File: src/rtl/npuarc_to_sched_pkg.sv
// Shared definitions for the timeout-monitor scheduler.
//   ch_state_e : per-channel sequencing state (IDLE/ACTIVE/TIMEOUT/CLOSE)
//   MAX_CH     : upper bound on channel count, sizes the priority encoder
//   lowest_set : index of the lowest set bit, used for first-error capture
package npuarc_to_sched_pkg;

  typedef enum logic [1:0] {
    CH_IDLE    = 2'd0,
    CH_ACTIVE  = 2'd1,
    CH_TIMEOUT = 2'd2,
    CH_CLOSE   = 2'd3
  } ch_state_e;

  localparam int unsigned MAX_CH = 16;

  // Scan from the top down so the lowest set index is the last write.
  function automatic logic [3:0] lowest_set(input logic [MAX_CH-1:0] vec);
    lowest_set = '0;
    for (int i = MAX_CH - 1; i >= 0; i--) begin
      if (vec[i]) lowest_set = 4'(i);
    end
  endfunction

endpackage

File: src/rtl/npuarc_to_sched_ch.sv
// Per-channel sequencer for one timeout monitor.
// Ports:
//   clk, rst_a              : clock, async active-high reset
//   cfg_en_i                : scheduler enable
//   tick_i                  : shared monitor clock enable (registered tick)
//   req_valid_i/req_done_i  : transaction issued / completed pulses
//   err_clr_i               : W1C pulse for this channel's error
//   to_flag_i               : timeout flag from the monitor
//   to_start_o/to_end_o     : registered monitor start/end levels
//   err_o                   : registered sticky error (channel in TIMEOUT)
//   err_d_o                 : next-cycle value of err_o, for first-error capture
//   state_o                 : current state, exposed for debug/checkers
// Interface semantics: all request inputs are single-cycle pulses sampled on
// every clk edge; there is no back-pressure, so a pulse the current state does
// not accept is dropped.
module npuarc_to_sched_ch
  import npuarc_to_sched_pkg::*;
(
  input  logic      clk,
  input  logic      rst_a,
  input  logic      cfg_en_i,
  input  logic      tick_i,
  input  logic      req_valid_i,
  input  logic      req_done_i,
  input  logic      err_clr_i,
  input  logic      to_flag_i,
  output logic      to_start_o,
  output logic      to_end_o,
  output logic      err_o,
  output logic      err_d_o,
  output ch_state_e state_o
);

  ch_state_e state_q, state_d;
  logic      start_q, end_q, err_q;

  always_comb begin
    state_d = state_q;
    case (state_q)
      CH_IDLE:    if (req_valid_i && cfg_en_i) state_d = CH_ACTIVE;
      // Completion beats a coincident timeout flag.
      CH_ACTIVE: begin
        if (req_done_i)      state_d = CH_CLOSE;
        else if (to_flag_i)  state_d = CH_TIMEOUT;
        else if (!cfg_en_i)  state_d = CH_CLOSE;
      end
      CH_TIMEOUT: if (err_clr_i) state_d = CH_CLOSE;
      // Hold end high until a tick so the monitor actually samples it.
      CH_CLOSE:   if (tick_i) state_d = CH_IDLE;
      default:    state_d = CH_IDLE;
    endcase
  end

  always_ff @(posedge clk or posedge rst_a) begin
    if (rst_a) begin
      state_q <= CH_IDLE;
      start_q <= 1'b0;
      end_q   <= 1'b0;
      err_q   <= 1'b0;
    end else begin
      state_q <= state_d;
      start_q <= (state_d == CH_ACTIVE) || (state_d == CH_TIMEOUT);
      end_q   <= (state_d == CH_CLOSE);
      err_q   <= (state_d == CH_TIMEOUT);
    end
  end

  assign to_start_o = start_q;
  assign to_end_o   = end_q;
  assign err_o      = err_q;
  assign err_d_o    = (state_d == CH_TIMEOUT);
  assign state_o    = state_q;

endmodule

File: src/rtl/npuarc_to_sched.sv
// Scheduler for a bank of NUM_CH timeout monitors: shared prescaled tick,
// per-channel start/end sequencing, sticky error status with first-error
// record and level interrupt.
// Ports:
//   clk, rst_a        : clock, async active-high reset
//   cfg_en            : scheduler enable (0 = tick every cycle, channels close)
//   cfg_prescale      : tick period minus 1
//   req_valid/req_done/err_clr : per-channel pulses
//   to_flag_i         : per-channel monitor timeout flags
//   tick_o            : registered clock enable to all monitors
//   to_start_o/to_end_o : per-channel monitor levels
//   err_status        : sticky per-channel timeout status
//   err_first_vld/err_first_id : first-error record
//   err_irq           : OR of err_status
module npuarc_to_sched
  import npuarc_to_sched_pkg::*;
#(
  parameter int NUM_CH     = 4,
  parameter int PRESCALE_W = 8,
  parameter int ID_W       = 2
) (
  input  logic                  clk,
  input  logic                  rst_a,
  input  logic                  cfg_en,
  input  logic [PRESCALE_W-1:0] cfg_prescale,
  input  logic [NUM_CH-1:0]     req_valid,
  input  logic [NUM_CH-1:0]     req_done,
  input  logic [NUM_CH-1:0]     err_clr,
  input  logic [NUM_CH-1:0]     to_flag_i,
  output logic                  tick_o,
  output logic [NUM_CH-1:0]     to_start_o,
  output logic [NUM_CH-1:0]     to_end_o,
  output logic [NUM_CH-1:0]     err_status,
  output logic                  err_first_vld,
  output logic [ID_W-1:0]       err_first_id,
  output logic                  err_irq
);

  // Prescaler. The compare is >= so lowering cfg_prescale below the running
  // count produces a tick on the next cycle instead of a full wrap.
  logic [PRESCALE_W-1:0] count_q, count_d;
  logic                  tick_q, tick_d;

  always_comb begin
    tick_d  = 1'b1;
    count_d = '0;
    if (cfg_en && (count_q < cfg_prescale)) begin
      tick_d  = 1'b0;
      count_d = count_q + 1'b1;
    end
  end

  always_ff @(posedge clk or posedge rst_a) begin
    if (rst_a) begin
      count_q <= '0;
      tick_q  <= 1'b0;
    end else begin
      count_q <= count_d;
      tick_q  <= tick_d;
    end
  end

  assign tick_o = tick_q;

  // Channel bank.
  logic [NUM_CH-1:0] err_next;
  ch_state_e         ch_state [NUM_CH];

  for (genvar g = 0; g < NUM_CH; g++) begin : g_ch
    npuarc_to_sched_ch u_ch (
      .clk         (clk),
      .rst_a       (rst_a),
      .cfg_en_i    (cfg_en),
      .tick_i      (tick_q),
      .req_valid_i (req_valid[g]),
      .req_done_i  (req_done[g]),
      .err_clr_i   (err_clr[g]),
      .to_flag_i   (to_flag_i[g]),
      .to_start_o  (to_start_o[g]),
      .to_end_o    (to_end_o[g]),
      .err_o       (err_status[g]),
      .err_d_o     (err_next[g]),
      .state_o     (ch_state[g])
    );
  end

  // First-error record. Captured from the next-cycle status so the record
  // appears together with err_status. Clearing the recorded channel drops
  // valid for one cycle; any other pending error is then re-captured.
  logic            first_vld_q, first_vld_d;
  logic [ID_W-1:0] first_id_q, first_id_d;

  always_comb begin
    first_vld_d = first_vld_q;
    first_id_d  = first_id_q;
    if (first_vld_q) begin
      if (err_clr[first_id_q] && err_status[first_id_q]) first_vld_d = 1'b0;
    end else if (|err_next) begin
      first_vld_d = 1'b1;
      first_id_d  = ID_W'(lowest_set(MAX_CH'(err_next)));
    end
  end

  always_ff @(posedge clk or posedge rst_a) begin
    if (rst_a) begin
      first_vld_q <= 1'b0;
      first_id_q  <= '0;
    end else begin
      first_vld_q <= first_vld_d;
      first_id_q  <= first_id_d;
    end
  end

  assign err_first_vld = first_vld_q;
  assign err_first_id  = first_id_q;
  assign err_irq       = |err_status;

endmodule

File: config.mk
export PLATFORM = sky130hd
export DESIGN_NAME = npuarc_to_sched
export DESIGN_NICKNAME = d
export VERILOG_FILES = /design/src/rtl/npuarc_to_sched_pkg.sv /design/src/rtl/npuarc_to_sched_ch.sv /design/src/rtl/npuarc_to_sched.sv
export SDC_FILE = /design/constraint.sdc
export NUM_CORES = 1
export LEC_CHECK = 0
export CORE_MARGIN = 2
export CORE_UTILIZATION = 51
export CTS_BUF_LIST = sky130_fd_sc_hd__clkbuf_4 sky130_fd_sc_hd__clkbuf_8
export DETAILED_ROUTE_END_ITERATION = 8
export HOLD_SLACK_MARGIN = 0.06
export PLACE_DENSITY = 0.84
export SYNTH_ARGS = -nofsm -noshare
export SYNTH_HDL_FRONTEND = slang
export SYNTH_SLANG_ARGS = --single-unit
File: constraint.sdc
create_clock -name clk -period 1.9 [get_ports clk]
set_input_delay 0.57 -clock clk [delete_from_list [all_inputs] [get_ports clk]]
set_output_delay 0.57 -clock clk [all_outputs]
set_load 0.02 [all_outputs]
After elaboration in Yosys (flattened, before gate mapping)
Cells that the tools add are included.
{"block": "op_classes", "n_addsub": 1, "n_eq_ne": 24, "reduce_logical": 17, "order_cmp": 2, "muxes": 41, "bitwise": 1}
{"operator": "2-to-1 mux 2 bit", "count": 28}
{"operator": "equality test 2 bit (second input constant)", "count": 16}
{"operator": "one-hot mux 2 bit (4 select lines)", "count": 4}
{"operator": "equality test 2 x 1 -> 1 bit (second input constant)", "count": 8}
{"operator": "adder 8 x 1 -> 8 bit (second input constant)", "count": 1}
{"operator": "logical NOT 2 bit", "count": 4}
{"operator": "< comparator 8 bit", "count": 1}
{"operator": "2-to-1 mux 8 bit", "count": 1}
{"operator": "OR reduction 4 bit", "count": 2}
{"operator": "logical AND 1 bit", "count": 6}
{"operator": "2-to-1 mux 1 bit", "count": 6}
{"operator": "binary-select mux 1 bit (select 2 bit)", "count": 2}
{"operator": "logical OR 1 bit", "count": 4}
{"operator": "< comparator 2 x 3 -> 1 bit (second input constant)", "count": 1}
{"operator": "AND reduction 2 bit", "count": 1}
{"operator": "NOT 1 bit", "count": 1}
{"block": "totals", "in_bits": 27, "reg_bits": 32}

Longest topological paths before layout
{"block": "depth", "depth_word": 9, "depth_mapped": 8}

Hierarchy
A second synthesis with hierarchy kept.
{"block": "hier_totals", "cells_unflattened": 157, "hier_area_um2": 1649.1}
{"mod": "npuarc_to_sched_ch", "area_each_um2": 220.2, "instances": 4, "cells_each": 19}
{"mod": "npuarc_to_sched", "area_each_um2": 768.2, "instances": 1, "cells_each": 81}

Worst setup path after synthesis
OpenSTA, ideal clock, no wires.
{"block": "synth_timing", "path_type": "input-to-reg", "start": "input port cfg_en", "end": "register first_id_q[1] (netlist: err_first_id[1])", "path_stages": 8, "setup_ps": 121, "n_path_buf": 1, "path_slack_ps": -133, "t_arrival_ps": 1911, "cell_sequence": "buf_2 > or3b_2 > a21oi_1 > a31oi_1 > ha_1 > nor2_1 > nor2_1 > o22a_1"}
{"block": "synth_via", "elab_chain_len": 9, "elab_cells_between_ends": 34}
{"element": "start: declaration", "line_no": "npuarc_to_sched.sv:24", "source": "input logic cfg_en,"}
{"element": "2-to-1 mux 2 bit", "line_no": "npuarc_to_sched_ch.sv:45", "source": "else if (!cfg_en_i) state_d = CH_CLOSE;"}
{"element": "2-to-1 mux 2 bit", "line_no": "npuarc_to_sched_ch.sv:44", "source": "else if (to_flag_i) state_d = CH_TIMEOUT;"}
{"element": "2-to-1 mux 2 bit", "line_no": "npuarc_to_sched_ch.sv:43", "source": "if (req_done_i) state_d = CH_CLOSE;"}
{"element": "one-hot mux 2 bit (4 select lines) (*)", "line_no": "npuarc_to_sched_ch.sv:39", "source": "case (state_q)"}
{"element": "named net g_ch[3].u_ch.state_d[1]", "line_no": "npuarc_to_sched_ch.sv:34", "source": "ch_state_e state_q, state_d;"}
{"element": "equality test 2 bit (*)", "line_no": "npuarc_to_sched_ch.sv:71", "source": "assign err_d_o = (state_d == CH_TIMEOUT);"}
{"element": "named net g_ch[3].u_ch.err_d_o", "line_no": "npuarc_to_sched_ch.sv:30", "source": "output logic err_d_o,"}
{"element": "2-to-1 mux 2 bit (4 in series)", "line_no": "npuarc_to_sched_pkg.sv:20", "source": "if (vec[i]) lowest_set = 4'(i);"}
{"element": "end signal: assignment", "line_no": "npuarc_to_sched.sv:110", "source": "first_id_q <= first_id_d;"}
{"element": "end: declaration", "line_no": "npuarc_to_sched.sv:91", "source": "logic [ID_W-1:0] first_id_q, first_id_d;"}
Mark *: on every way through the listed nets, which the timed path passes. The rest lies on a longest branch.
A chain may end at the register's enable or synchronous reset.

Worst setup path in the final report
{"block": "layout_timing", "start": "register g_ch[2].u_ch.err_q", "end": "output port err_irq"}
{"block": "layout_via", "elab_chain_len": 1}
{"element": "start: declaration", "line_no": "npuarc_to_sched_ch.sv:35", "source": "logic start_q, end_q, err_q;"}
{"element": "start signal: assignment", "line_no": "npuarc_to_sched_ch.sv:64", "source": "err_q <= (state_d == CH_TIMEOUT);"}
{"element": "OR reduction 4 bit", "line_no": "npuarc_to_sched.sv:116", "source": "assign err_irq = |err_status;"}
{"element": "end: declaration", "line_no": "npuarc_to_sched.sv:36", "source": "output logic err_irq"}
Every way passes these cells.

==> results.yml <==
run_status:
  outcome: "finished, violations left"
  violations: "setup timing"
timing:
  finalSetupTns_ns: -0.0743
  period_needed_ns: 1.97
  hold_viol: 0
  rsz0062_at_grt: "yes"
  fin_hold_ws_ns: 0.564
  finalSetupViolations: 1
  max_freq_mhz: 506
  tightest_slew_ns: 0.400
  post-route-period-util: 1.04
  fin_ws_ns: -0.0743
  clock_skew_ns: 0.00612
  timing.slew.headroom: 0.733
  drv_slew: 0
power:
  p_per_area_nw_per_um2: 1340
  ir_drop_mv: 0.526
  combinationalPowerShare: 0.479
  p_seq_frac: 0.348
  p_leak_nw: 1.19
  p_int_mw: 2.12
  switchingPower_mw: 1.24
  switching_share: 0.370
  clockPowerShare: 0.174
global_routing:
  grt_usage: 0.224
  antenna_found_initial: 0
  overflow: 0
  grt_pass1_vias: 1597
  grt_max_degree: 33
  grt_pass1_wl_mm: 6.86
detailed_routing:
  firstDrtPassIters: 5
  num_vias: 1519
  detail_route.iter0.violations: 66
  via_per_inst: 5.56
  wire_per_inst_um: 15.5
  ant_nets: 0
  post-route-drc-count: 0
  wl_mm: 4.22
logic_synthesis:
  synth.most_common_cell: "dfrtp_1"
  syn_area_um2: 1750
  yosys.area.top_type_share: 0.457
  netlist_instances: 169
  yosys_warnings: 0
  synth_top_family_by_area: "compound AO/OA/AOI/OAI gates"
  synth_edf_count: 0
  synth_common_cells: "dfrtp_1, inv_1, ha_1"
  synth.area.top_cells: "dfrtp_1, ha_1, buf_4"
  synthFlopType: "dfrtp_1"
  synth-compound-area-share: 0.152
  synthSimpleGateAreaFrac: 0.121
  ys_ff_latch: 32
  yosys.area_share.xor_xnor: 0.0150
  yosysSeqAreaShare: 0.457
  async_reset_ff_frac: 1.00
  synth-adder-area-share: 0.114
  muxShareOfSynthArea: 0.0485
  ys_types: 34
  synthesis.nets: 212
  yosys.area.top_type: "dfrtp_1"
  avgSynthCellArea_um2: 10.4
floorplanning:
  fp.coreArea_um2: 3310
  pin_count: 44
  die_area_um2: 3920
  die_width_um: 62.6
  start_util: 0.529
  rows: 21
  die_y_um: 62.6
worst_setup_path:
  path_max_fanout: 2
  crit_type: "flop to primary output"
  path_delay_family: "simple AND/OR/NAND/NOR gates"
  cp-end-kind: "primary output"
  cp_num_buf_inv: 1
  slowest_stage: "or4_4"
  required_ns: 1.33
  cp_slowest_stage_delay_ns: 0.53
  critPathLaunchType: "flop"
  arrival_ns: 1.40
  crit_chain: "or4_4 -> buf_6"
placed_design:
  pre_cts_slack_ns: -0.647
  dp_hpwl_mm: 3.02
  portBuffers: 43
  gp_congestion: 0.842
  postPlaceCellArea_um2: 2280
clock_tree:
  cts_inserted_buffers: 5
  cts_buffer_depth: 2
  path_clk_slew_ns: 0.10
  tritoncts: "yes"
  insertion_delay_ns: 0.33
  postCtsHoldBufs: 0
  cts.htree.levels: 2
  cts_sinks: 32
  cts_root_buffer: "clkbuf_4"
layout:
  antennaDiodeCount: 0
  layout-drive-gt1-share: 0.278
  design_area_um2: 2520
  area_growth_pct: 43.7
  fin_nets: 269
hold_path:
  hold_class: "flop to flop"
run:
  drv_cap: 0
-- flip-flops by register name, indices dropped and copies added, names as in the netlist --
| signal | count |
|---|---|
| g_ch.u_ch.state_o | 8 |
| err_first_vld | 1 |
| err_first_id | 2 |
| g_ch.u_ch.to_start_o | 4 |
| count_q | 8 |
| g_ch.u_ch.to_end_o | 4 |
| tick_o | 1 |
| g_ch.u_ch.err_o | 4 |
-- area by class of cell --
| type | count | area [µm²] |
|---|---|---|
| Tap cell | 46 | 57.6 |
| Fill cell | 234 | 792 |
| Timing Repair Buffer | 63 | 582 |
| Multi-Input combinational cell | 107 | 920 |
| Inverter | 17 | 63.8 |
| Sequential cell | 32 | 801 |
| Clock inverter | 1 | 30.0 |
| Clock buffer | 7 | 65.1 |
-- metal layers --
metal,share of wire,GRT usage,wire [µm],up-vias
li1,-,-,-,704
met1,0.37,0.220,1550,755
met2,0.56,0.422,2360,48
met3,0.047,0.0613,198,12
met4,0.027,0.122,113,0
met5,0,0,0,-
-- path summary, 6_finish.rpt --
path,startpoint,endpoint,slack (ns),depth (start not counted)
setup / recovery,g_ch[2].u_ch.err_o,err_irq,-0.07,2
min in group asynchronous,rst_a,g_ch[0].u_ch.state_o[0],0.60,3
hold reg to reg,count_q[0],count_q[0],0.56,1
setup reg to reg,count_q[2],tick_o,0.28,5
hold / removal,count_q[0],count_q[0],0.56,1
max in group asynchronous,rst_a,g_ch[2].u_ch.to_start_o,1.01,3
-- cell usage in the layout (no fill, tap or decap), drive strengths merged, types with 2 or more instances in the layout --
cell           netlist  final
a211oi               6      6
a21oi                9      9
a221oi               3      3
a22oi                3      3
a31oi                6      6
and3b                2      2
buf                 13     21
clkbuf               1      8
clkdlybuf4s50        0     26
dfrtp               32     32
dlygate4sd2          0      8
dlymetal6s2s         0      6
ha                  16     16
inv                 17     17
mux2                 4      4
mux2i                4      4
nand2               12     12
nand3                5      5
nor2                 9      9
o21ai                7      8
or3                  3      3
or3b                 4      4
xor2                 2      2
-- power by group through the flow --
stage | sequential, mW | combinational, mW | clock (mW)
after floorplan | 1.14 | 0.929 | 0
after global placement | 1.13 | 1.42 | 0
after detailed placement | 1.15 | 1.49 | 0
after CTS | 1.15 | 1.52 | 0.585
after global routing | 1.20 | 1.76 | 0.615
final | 1.17 | 1.61 | 0.584
-- stage by stage --
step | total power [mW] | cells | util
2_1_floorplan | 2.07 | 169 | -
3_3_place_gp | 2.55 | 260 | 0.689
3_5_place_dp | 2.64 | 260 | 0.689
4_1_cts | 3.25 | 272 | 0.735
5_1_grt | 3.57 | 273 | 0.761
6_report | 3.36 | 273 | 0.761
-- cells by family (layout without fill, tap and decap cells) --
logic type                 after synthesis  count (layout)
muxes                                    8               8
AOI/OAI and AO/OA                       40              41
buffers and inverters                   31              88
xor gates and xnor gates                 3               3
adders and majority gates               16              16
DFF                                     32              32
and+or+nand+nor                         39              39
-- repair_timing --
| action | 4_1_cts | 5_1_grt |
|---|---|---|
| pin swaps | 5 | 4 |
| cloned | 1 | 0 |
| endpoints found under the hold margin | 0 | 0 |
| setup buffers | 3 | 1 |
| resized for setup | 23 | 23 |
| setup endpoints to repair | 27 | 9 |
Power figures use the tool's default switching activity.
